$ cat src/rtl/hss_pkg.sv
// hss_pkg: shared defaults and bank-state encoding for the result collector.
// Exports: DEF_DATA_WIDTH, DEF_FRAME_LEN, DEF_ADDR_WIDTH, bank_state_e.
package hss_pkg;
    localparam int DEF_DATA_WIDTH = 16;
    localparam int DEF_FRAME_LEN  = 64;
    localparam int DEF_ADDR_WIDTH = 6;
    typedef enum logic [1:0] {
        EMPTY = 2'd0,
        FILL  = 2'd1,
        FULL  = 2'd2
    } bank_state_e;
endpackage

$ cat src/rtl/conv_result_collector_if.sv
// conv_result_collector_if: sample input, CPU read and frame handshake signals.
// master = convolution/CPU side (drives samples, reads, ack); slave = collector.
interface conv_result_collector_if #(
    parameter int DATA_WIDTH = 16,
    parameter int ADDR_WIDTH = 6
);
    logic [DATA_WIDTH-1:0] in_data;
    logic                  in_parity;
    logic                  in_we;
    logic                  rd_en;
    logic                  rd_bank;
    logic [ADDR_WIDTH-1:0] rd_addr;
    logic [DATA_WIDTH-1:0] rd_data;
    logic                  rd_valid;
    logic                  ack;
    logic                  frame_ready;
    logic                  frame_bank;
    logic                  overflow;
    modport master (
        output in_data, in_parity, in_we, rd_en, rd_bank, rd_addr, ack,
        input  rd_data, rd_valid, frame_ready, frame_bank, overflow
    );
    modport slave (
        input  in_data, in_parity, in_we, rd_en, rd_bank, rd_addr, ack,
        output rd_data, rd_valid, frame_ready, frame_bank, overflow
    );
endinterface

$ cat src/rtl/pingpong_ram.sv
// pingpong_ram: two-bank sample store, one write port, one registered read port.
// Ports: clk; we_i/wbank_i/waddr_i/wdata_i write; re_i/rbank_i/raddr_i read; rdata_o holds last read.
module pingpong_ram
    import hss_pkg::*;
#(
    parameter int DATA_WIDTH = DEF_DATA_WIDTH,
    parameter int FRAME_LEN  = DEF_FRAME_LEN,
    parameter int ADDR_WIDTH = DEF_ADDR_WIDTH
) (
    input  logic                  clk,
    input  logic                  we_i,
    input  logic                  wbank_i,
    input  logic [ADDR_WIDTH-1:0] waddr_i,
    input  logic [DATA_WIDTH-1:0] wdata_i,
    input  logic                  re_i,
    input  logic                  rbank_i,
    input  logic [ADDR_WIDTH-1:0] raddr_i,
    output logic [DATA_WIDTH-1:0] rdata_o
);
    logic [DATA_WIDTH-1:0] mem_q [2][FRAME_LEN];
    logic [DATA_WIDTH-1:0] rdata_q;
    // Read and write share one edge, so a colliding read returns the old word.
    always_ff @(posedge clk) begin
        if (we_i) mem_q[wbank_i][waddr_i] <= wdata_i;
        if (re_i) rdata_q <= mem_q[rbank_i][raddr_i];
    end
    assign rdata_o = rdata_q;
endmodule

$ cat src/rtl/conv_result_collector.sv
// conv_result_collector: ping-pong frame collector for convolution results with CPU readback.
// Ports: clk, rst (async, active-high); bus (slave) carries samples, reads and frame handshake.
module conv_result_collector
    import hss_pkg::*;
#(
    parameter int DATA_WIDTH = DEF_DATA_WIDTH,
    parameter int FRAME_LEN  = DEF_FRAME_LEN,
    parameter int ADDR_WIDTH = DEF_ADDR_WIDTH
) (
    input logic                   clk,
    input logic                   rst,
    conv_result_collector_if.slave bus
);
    bank_state_e           state_q [2];
    bank_state_e           state_d [2];
    logic [ADDR_WIDTH-1:0] wr_ptr_q [2];
    logic [ADDR_WIDTH-1:0] wr_ptr_d [2];
    logic                  frame_ready_q, frame_ready_d;
    logic                  frame_bank_q, frame_bank_d;
    logic                  overflow_q, overflow_d;
    logic                  rd_valid_q;
    logic                  rd_seen_q;
    logic                  acc, done, ack_fire;
    logic [DATA_WIDTH-1:0] ram_rdata;
    always_comb begin
        acc      = bus.in_we && (state_q[bus.in_parity] != FULL);
        done     = acc && (wr_ptr_q[bus.in_parity] == ADDR_WIDTH'(FRAME_LEN - 1));
        ack_fire = bus.ack && frame_ready_q;
        for (int b = 0; b < 2; b++) begin
            state_d[b]  = state_q[b];
            wr_ptr_d[b] = wr_ptr_q[b];
            if (ack_fire && frame_bank_q == 1'(b)) state_d[b] = EMPTY;
            if (acc && bus.in_parity == 1'(b)) begin
                state_d[b]  = done ? FULL : FILL;
                wr_ptr_d[b] = done ? '0 : wr_ptr_q[b] + ADDR_WIDTH'(1);
            end else if (acc && state_q[b] == FILL) begin
                // Producer switched parity mid-frame: the partial frame is abandoned.
                state_d[b]  = EMPTY;
                wr_ptr_d[b] = '0;
            end
        end
        frame_ready_d = (state_d[0] == FULL) || (state_d[1] == FULL);
        // With both banks full the bank already being shown is the older frame.
        frame_bank_d  = (state_d[0] == FULL && state_d[1] == FULL) ? frame_bank_q
                                                                    : (state_d[1] == FULL);
        overflow_d    = overflow_q || (bus.in_we && !acc);
    end
    always_ff @(posedge clk or posedge rst) begin
        if (rst) begin
            state_q       <= '{EMPTY, EMPTY};
            wr_ptr_q      <= '{'0, '0};
            frame_ready_q <= 1'b0;
            frame_bank_q  <= 1'b0;
            overflow_q    <= 1'b0;
            rd_valid_q    <= 1'b0;
            rd_seen_q     <= 1'b0;
        end else begin
            state_q       <= state_d;
            wr_ptr_q      <= wr_ptr_d;
            frame_ready_q <= frame_ready_d;
            frame_bank_q  <= frame_bank_d;
            overflow_q    <= overflow_d;
            rd_valid_q    <= bus.rd_en;
            rd_seen_q     <= rd_seen_q || bus.rd_en;
        end
    end
    pingpong_ram #(
        .DATA_WIDTH(DATA_WIDTH),
        .FRAME_LEN (FRAME_LEN),
        .ADDR_WIDTH(ADDR_WIDTH)
    ) u_ram (
        .clk    (clk),
        .we_i   (acc),
        .wbank_i(bus.in_parity),
        .waddr_i(wr_ptr_q[bus.in_parity]),
        .wdata_i(bus.in_data),
        .re_i   (bus.rd_en),
        .rbank_i(bus.rd_bank),
        .raddr_i(bus.rd_addr),
        .rdata_o(ram_rdata)
    );
    // The RAM read register has no reset; rd_data reads as zero until the first read after reset.
    assign bus.rd_data     = rd_seen_q ? ram_rdata : '0;
    assign bus.rd_valid    = rd_valid_q;
    assign bus.frame_ready = frame_ready_q;
    assign bus.frame_bank  = frame_bank_q;
    assign bus.overflow    = overflow_q;
endmodule
$ cat src/flat_wrapper.sv
// flat-port wrapper written by rule: the top's interface ports become plain ports
module conv_result_collector_flat import hss_pkg::*;
#(
    parameter int DATA_WIDTH = DEF_DATA_WIDTH,
    parameter int FRAME_LEN  = DEF_FRAME_LEN,
    parameter int ADDR_WIDTH = DEF_ADDR_WIDTH
)
  (clk, rst, bus_in_data, bus_in_parity, bus_in_we, bus_rd_en, bus_rd_bank, bus_rd_addr, bus_ack, bus_rd_data, bus_rd_valid, bus_frame_ready, bus_frame_bank, bus_overflow);
  conv_result_collector_if #(.DATA_WIDTH(DATA_WIDTH), .ADDR_WIDTH(ADDR_WIDTH)) bus_i ();
  input logic clk;
  input logic rst;
  input wire logic [$bits(bus_i.in_data)-1:0] bus_in_data;
  input wire logic [$bits(bus_i.in_parity)-1:0] bus_in_parity;
  input wire logic [$bits(bus_i.in_we)-1:0] bus_in_we;
  input wire logic [$bits(bus_i.rd_en)-1:0] bus_rd_en;
  input wire logic [$bits(bus_i.rd_bank)-1:0] bus_rd_bank;
  input wire logic [$bits(bus_i.rd_addr)-1:0] bus_rd_addr;
  input wire logic [$bits(bus_i.ack)-1:0] bus_ack;
  output wire logic [$bits(bus_i.rd_data)-1:0] bus_rd_data;
  output wire logic [$bits(bus_i.rd_valid)-1:0] bus_rd_valid;
  output wire logic [$bits(bus_i.frame_ready)-1:0] bus_frame_ready;
  output wire logic [$bits(bus_i.frame_bank)-1:0] bus_frame_bank;
  output wire logic [$bits(bus_i.overflow)-1:0] bus_overflow;
  assign bus_i.in_data = bus_in_data;
  assign bus_i.in_parity = bus_in_parity;
  assign bus_i.in_we = bus_in_we;
  assign bus_i.rd_en = bus_rd_en;
  assign bus_i.rd_bank = bus_rd_bank;
  assign bus_i.rd_addr = bus_rd_addr;
  assign bus_i.ack = bus_ack;
  assign bus_rd_data = bus_i.rd_data;
  assign bus_rd_valid = bus_i.rd_valid;
  assign bus_frame_ready = bus_i.frame_ready;
  assign bus_frame_bank = bus_i.frame_bank;
  assign bus_overflow = bus_i.overflow;
  conv_result_collector #(.DATA_WIDTH(DATA_WIDTH), .FRAME_LEN(FRAME_LEN), .ADDR_WIDTH(ADDR_WIDTH)) u_core (.clk(clk), .rst(rst), .bus(bus_i));
endmodule
$ cat config.mk
export PLATFORM = sky130hd
export DESIGN_NAME = conv_result_collector_flat
export DESIGN_NICKNAME = d
export VERILOG_FILES = /design/src/rtl/hss_pkg.sv /design/src/rtl/conv_result_collector_if.sv /design/src/rtl/pingpong_ram.sv /design/src/rtl/conv_result_collector.sv /design/src/flat_wrapper.sv
export SDC_FILE = /design/constraint.sdc
export NUM_CORES = 2
export LEC_CHECK = 0
export CORE_MARGIN = 5
export CORE_UTILIZATION = 45
export DETAILED_ROUTE_END_ITERATION = 8
export PLACE_DENSITY_LB_ADDON = 0.08
export SYNTH_ARGS = -nofsm -noshare
export SYNTH_HDL_FRONTEND = slang
export SYNTH_SLANG_ARGS = --single-unit
$ cat constraint.sdc
create_clock -name clk -period 6.1 [get_ports clk]
set_input_delay 1.22 -clock clk [delete_from_list [all_inputs] [get_ports clk]]
set_output_delay 1.22 -clock clk [all_outputs]
set_load 0.01 [all_outputs]
==> flow_metrics.env <==
export IMPL_status="finished clean"
export IMPL_path_buf_inv=1
export IMPL_remaining_drc_errors=0
export IMPL_dp_final_hpwl_um=124000
export IMPL_drt_initial_drc_count=4226
export IMPL_cts_resized=0
export IMPL_layout_nets=3541
export IMPL_yosys_top_cells_area="edfxtp_1 78%, mux4_2 19%, dfrtp_1 0.66%, nor2_1 0.62%, clkbuf_1 0.38%"
export IMPL_power_mw=30.14
export IMPL_cts_made_buffers=211
export IMPL_core_area_um2=176500
export IMPL_rr_startpoint="u_core.state_q[1]"
export IMPL_synth_top_area_share=0.7753
export IMPL_yosysMostFrequentCell="edfxtp_1"
export IMPL_seq_area_frac_synth=0.7819
export IMPL_fp_row_count=154
export IMPL_grt_start_max_net_pins=94
export IMPL_cts_setup_buffers=0
export IMPL_antenna_found_initial=13
export IMPL_hold_depth=1
export IMPL_arrival_ns=4.82
export IMPL_die_w_um=431.5
export IMPL_chipHeight_um=431.5
export IMPL_synthCells=3225
export IMPL_rsz0062_at_grt="false"
export IMPL_min_from="u_core.state_q[0]"
export IMPL_area_growth_syn_to_layout_pct=13.95
export IMPL_dieArea_um2=186200
export IMPL_clock_latency_ns=0.83
export IMPL_ioPinCount=49
export IMPL_fin_util=0.5161
export IMPL_final_min_clock_period_ns=4.391
export IMPL_initial_utilization=0.4529
export IMPL_cts_hold_buf=0
export IMPL_drv_cap=0
export IMPL_path_clk_slew_ns=0.06
export IMPL_hold_viol_final=0
export IMPL_synth_area_per_cell_um2=24.79
export IMPL_skew_ns=0.02791
export IMPL_r2r_cells=4
export IMPL_cp_slowest_cell="nor2_2"
export IMPL_port_buffers=48
export IMPL_synth_cell_types=41
export IMPL_synth_edf_count=2064
export IMPL_avgRoutedWirePerCell_um=33.97
export IMPL_place_congestion=0.8778
export IMPL_hp_class="flop to flop"
export IMPL_drv_slew=0
export IMPL_grt_pass1_vias=37192
export IMPL_crit_family="simple AND/OR/NAND/NOR gates"
export IMPL_synth_nets=3256
export IMPL_rrSetupSlack_ns=2.94
export IMPL_routed_via_density=5.985
export IMPL_cts_max_path_buffers=3
export IMPL_layout_drive_gt1_share=0.3368
export IMPL_r2r_end="u_core.u_ram.mem_q[1][1005]"
export IMPL_synth_common_cells="2064 x edfxtp_1, 672 x mux4_2, 132 x nor2_1"
export IMPL_tightest_slew_ns=1.190
export IMPL_ant_nets=0
export IMPL_grt_pass1_wl_um=290300
export IMPL_leakagePower_nw=28.14
export IMPL_ys_seq_elements=2085
export IMPL_cts_tree="yes"
export IMPL_drtPass1Iterations=6
export IMPL_h_tree_depth=4
export IMPL_synth_top_cell_by_area="edfxtp_1"
export IMPL_setup_tns_ns=0
export IMPL_path_cells="clkdlybuf4s50_1, nand2_1, nor2_1, nand3_1, nor2_2"
export IMPL_netlist_area_um2=79940
export IMPL_drt_wl_total_um=204800
export IMPL_clock_sinks=2085
export IMPL_worstHoldEndpoint="u_core.state_q[0]"
export IMPL_critPathKind="primary input to flop"
export IMPL_crit_required_ns=6.53
export IMPL_power_density_nw_per_um2=330.9
export IMPL_overflow=0
export IMPL_seq_area_um2=62500
export IMPL_start_kind="primary input"
export IMPL_synthArstFlopShare=0.01007
export IMPL_relSlewSlack=0.2069
export IMPL_max_freq_mhz=227.7
export IMPL_max_vdd_ir_drop_mv=0.2922
export IMPL_critPathCaptureType="flop"
export IMPL_setup_viol=0
export IMPL_layout_worst_path_cycle_share=0.7199
export IMPL_root_buffer="clkbuf_16"
export IMPL_cpPeakStageDelay_ns=1.10
export IMPL_nFillCells=13667
export IMPL_multiInputGateArea_um2=16800
export IMPL_grt_usage=0.2215
export IMPL_worstPathMaxFanout=26
export IMPL_synth_main_ff_cell="edfxtp_1"
export IMPL_synth_warning_count=0
export IMPL_num_vias=36080
-- registers in the layout, summed over array words and instances (netlist names) --
register / cells
u_core.u_ram.mem_q: 2048
u_core.u_ram.rdata_o: 16
u_core.wr_ptr_q: 12
u_core.state_q: 4
u_core.bus.frame_bank: 1
u_core.bus.frame_ready: 1
u_core.bus.overflow: 1
u_core.bus.rd_valid: 1
u_core.rd_seen_q: 1
-- layout make-up --
cell class | count | area share
sequential | 2085 | 0.6862
multi-input combinational | 964 | 0.1844
clock buffer | 265 | 0.06089
tap | 2340 | 0.03214
timing repair buffer | 238 | 0.02262
clock inverter | 123 | 0.01320
inverter | 10 | 0.0004121
antenna | 3 | 0.00008242
-- metrics by stage --
step	worst slack (ns)	area [µm²]	std cells	hold WS, ns
floorplan	1.894	79940	3225	0.5122
global placement	0.8927	84330	5637	0.5780
detailed placement	0.9401	84330	5637	0.5788
CTS	1.842	91080	6025	0.5927
global route	1.710	91080	6026	0.6260
finish	1.709	91090	6028	0.5982
-- placed cells by master, fill, tap and decap left out, types with 4 or more instances in the layout --
cell type,n
a22o_1,6
and2_1,16
buf_12,15
buf_4,191
bufinv_16,22
clkbuf_1,51
clkbuf_16,214
clkdlybuf4s50_1,26
clkinv_1,46
clkinv_2,41
dfrtp_1,21
edfxtp_1,2064
inv_1,10
inv_6,5
mux2_2,19
mux4_2,672
nand2_1,26
nand3_1,25
nand3b_1,5
nor2_1,97
nor2_2,35
nor2b_1,4
nor3_2,6
o21ai_0,9
or2_2,4
-- worst max-delay path by stage --
stage / slack (ns) / endpoint / from / cells past startpoint
global route: 1.71 / u_core.u_ram.mem_q[1][994] / bus_in_parity / 5
CTS: 1.84 / u_core.u_ram.mem_q[1][1005] / bus_in_parity / 5
floorplan: 1.89 / u_core.u_ram.mem_q[0][592] / bus_in_parity / 7
detailed placement: 0.94 / u_core.u_ram.mem_q[1][1000] / bus_in_parity / 5
finish: 1.71 / u_core.u_ram.mem_q[1][1005] / bus_in_parity / 5
global placement: 0.89 / u_core.u_ram.mem_q[1][1003] / bus_in_parity / 5
-- per-layer routing --
| metal | vias to the layer above | global-route usage | wire length [µm] |
|---|---|---|---|
| li1 | 14578 | - | - |
| met1 | 19933 | 0.3159 | 85920 |
| met2 | 1266 | 0.3573 | 99670 |
| met3 | 301 | 0.03699 | 12710 |
| met4 | 2 | 0.06582 | 6467 |
| met5 | - | 0 | 7 |
-- power by group --
part           internal (mW)  total (mW)  switching [mW]
registers               15.8        15.9          0.0567
clock network           7.34        12.6            5.31
logic                  0.615        1.61           0.997
-- cells by family (layout without fill, tap and decap cells) --
kind of cell,count (synthesis),count (layout),synth area share
flops,2085,2085,0.7819
mux,692,692,0.1921
simple gates,231,231,0.01274
buf+inv,176,636,0.009391
compound gates,38,38,0.003412
fa+ha+maj,2,2,0.0003130
xor+xnor,1,1,0.0001096
other cells,0,3,0
(Power assumes the default switching activity.)
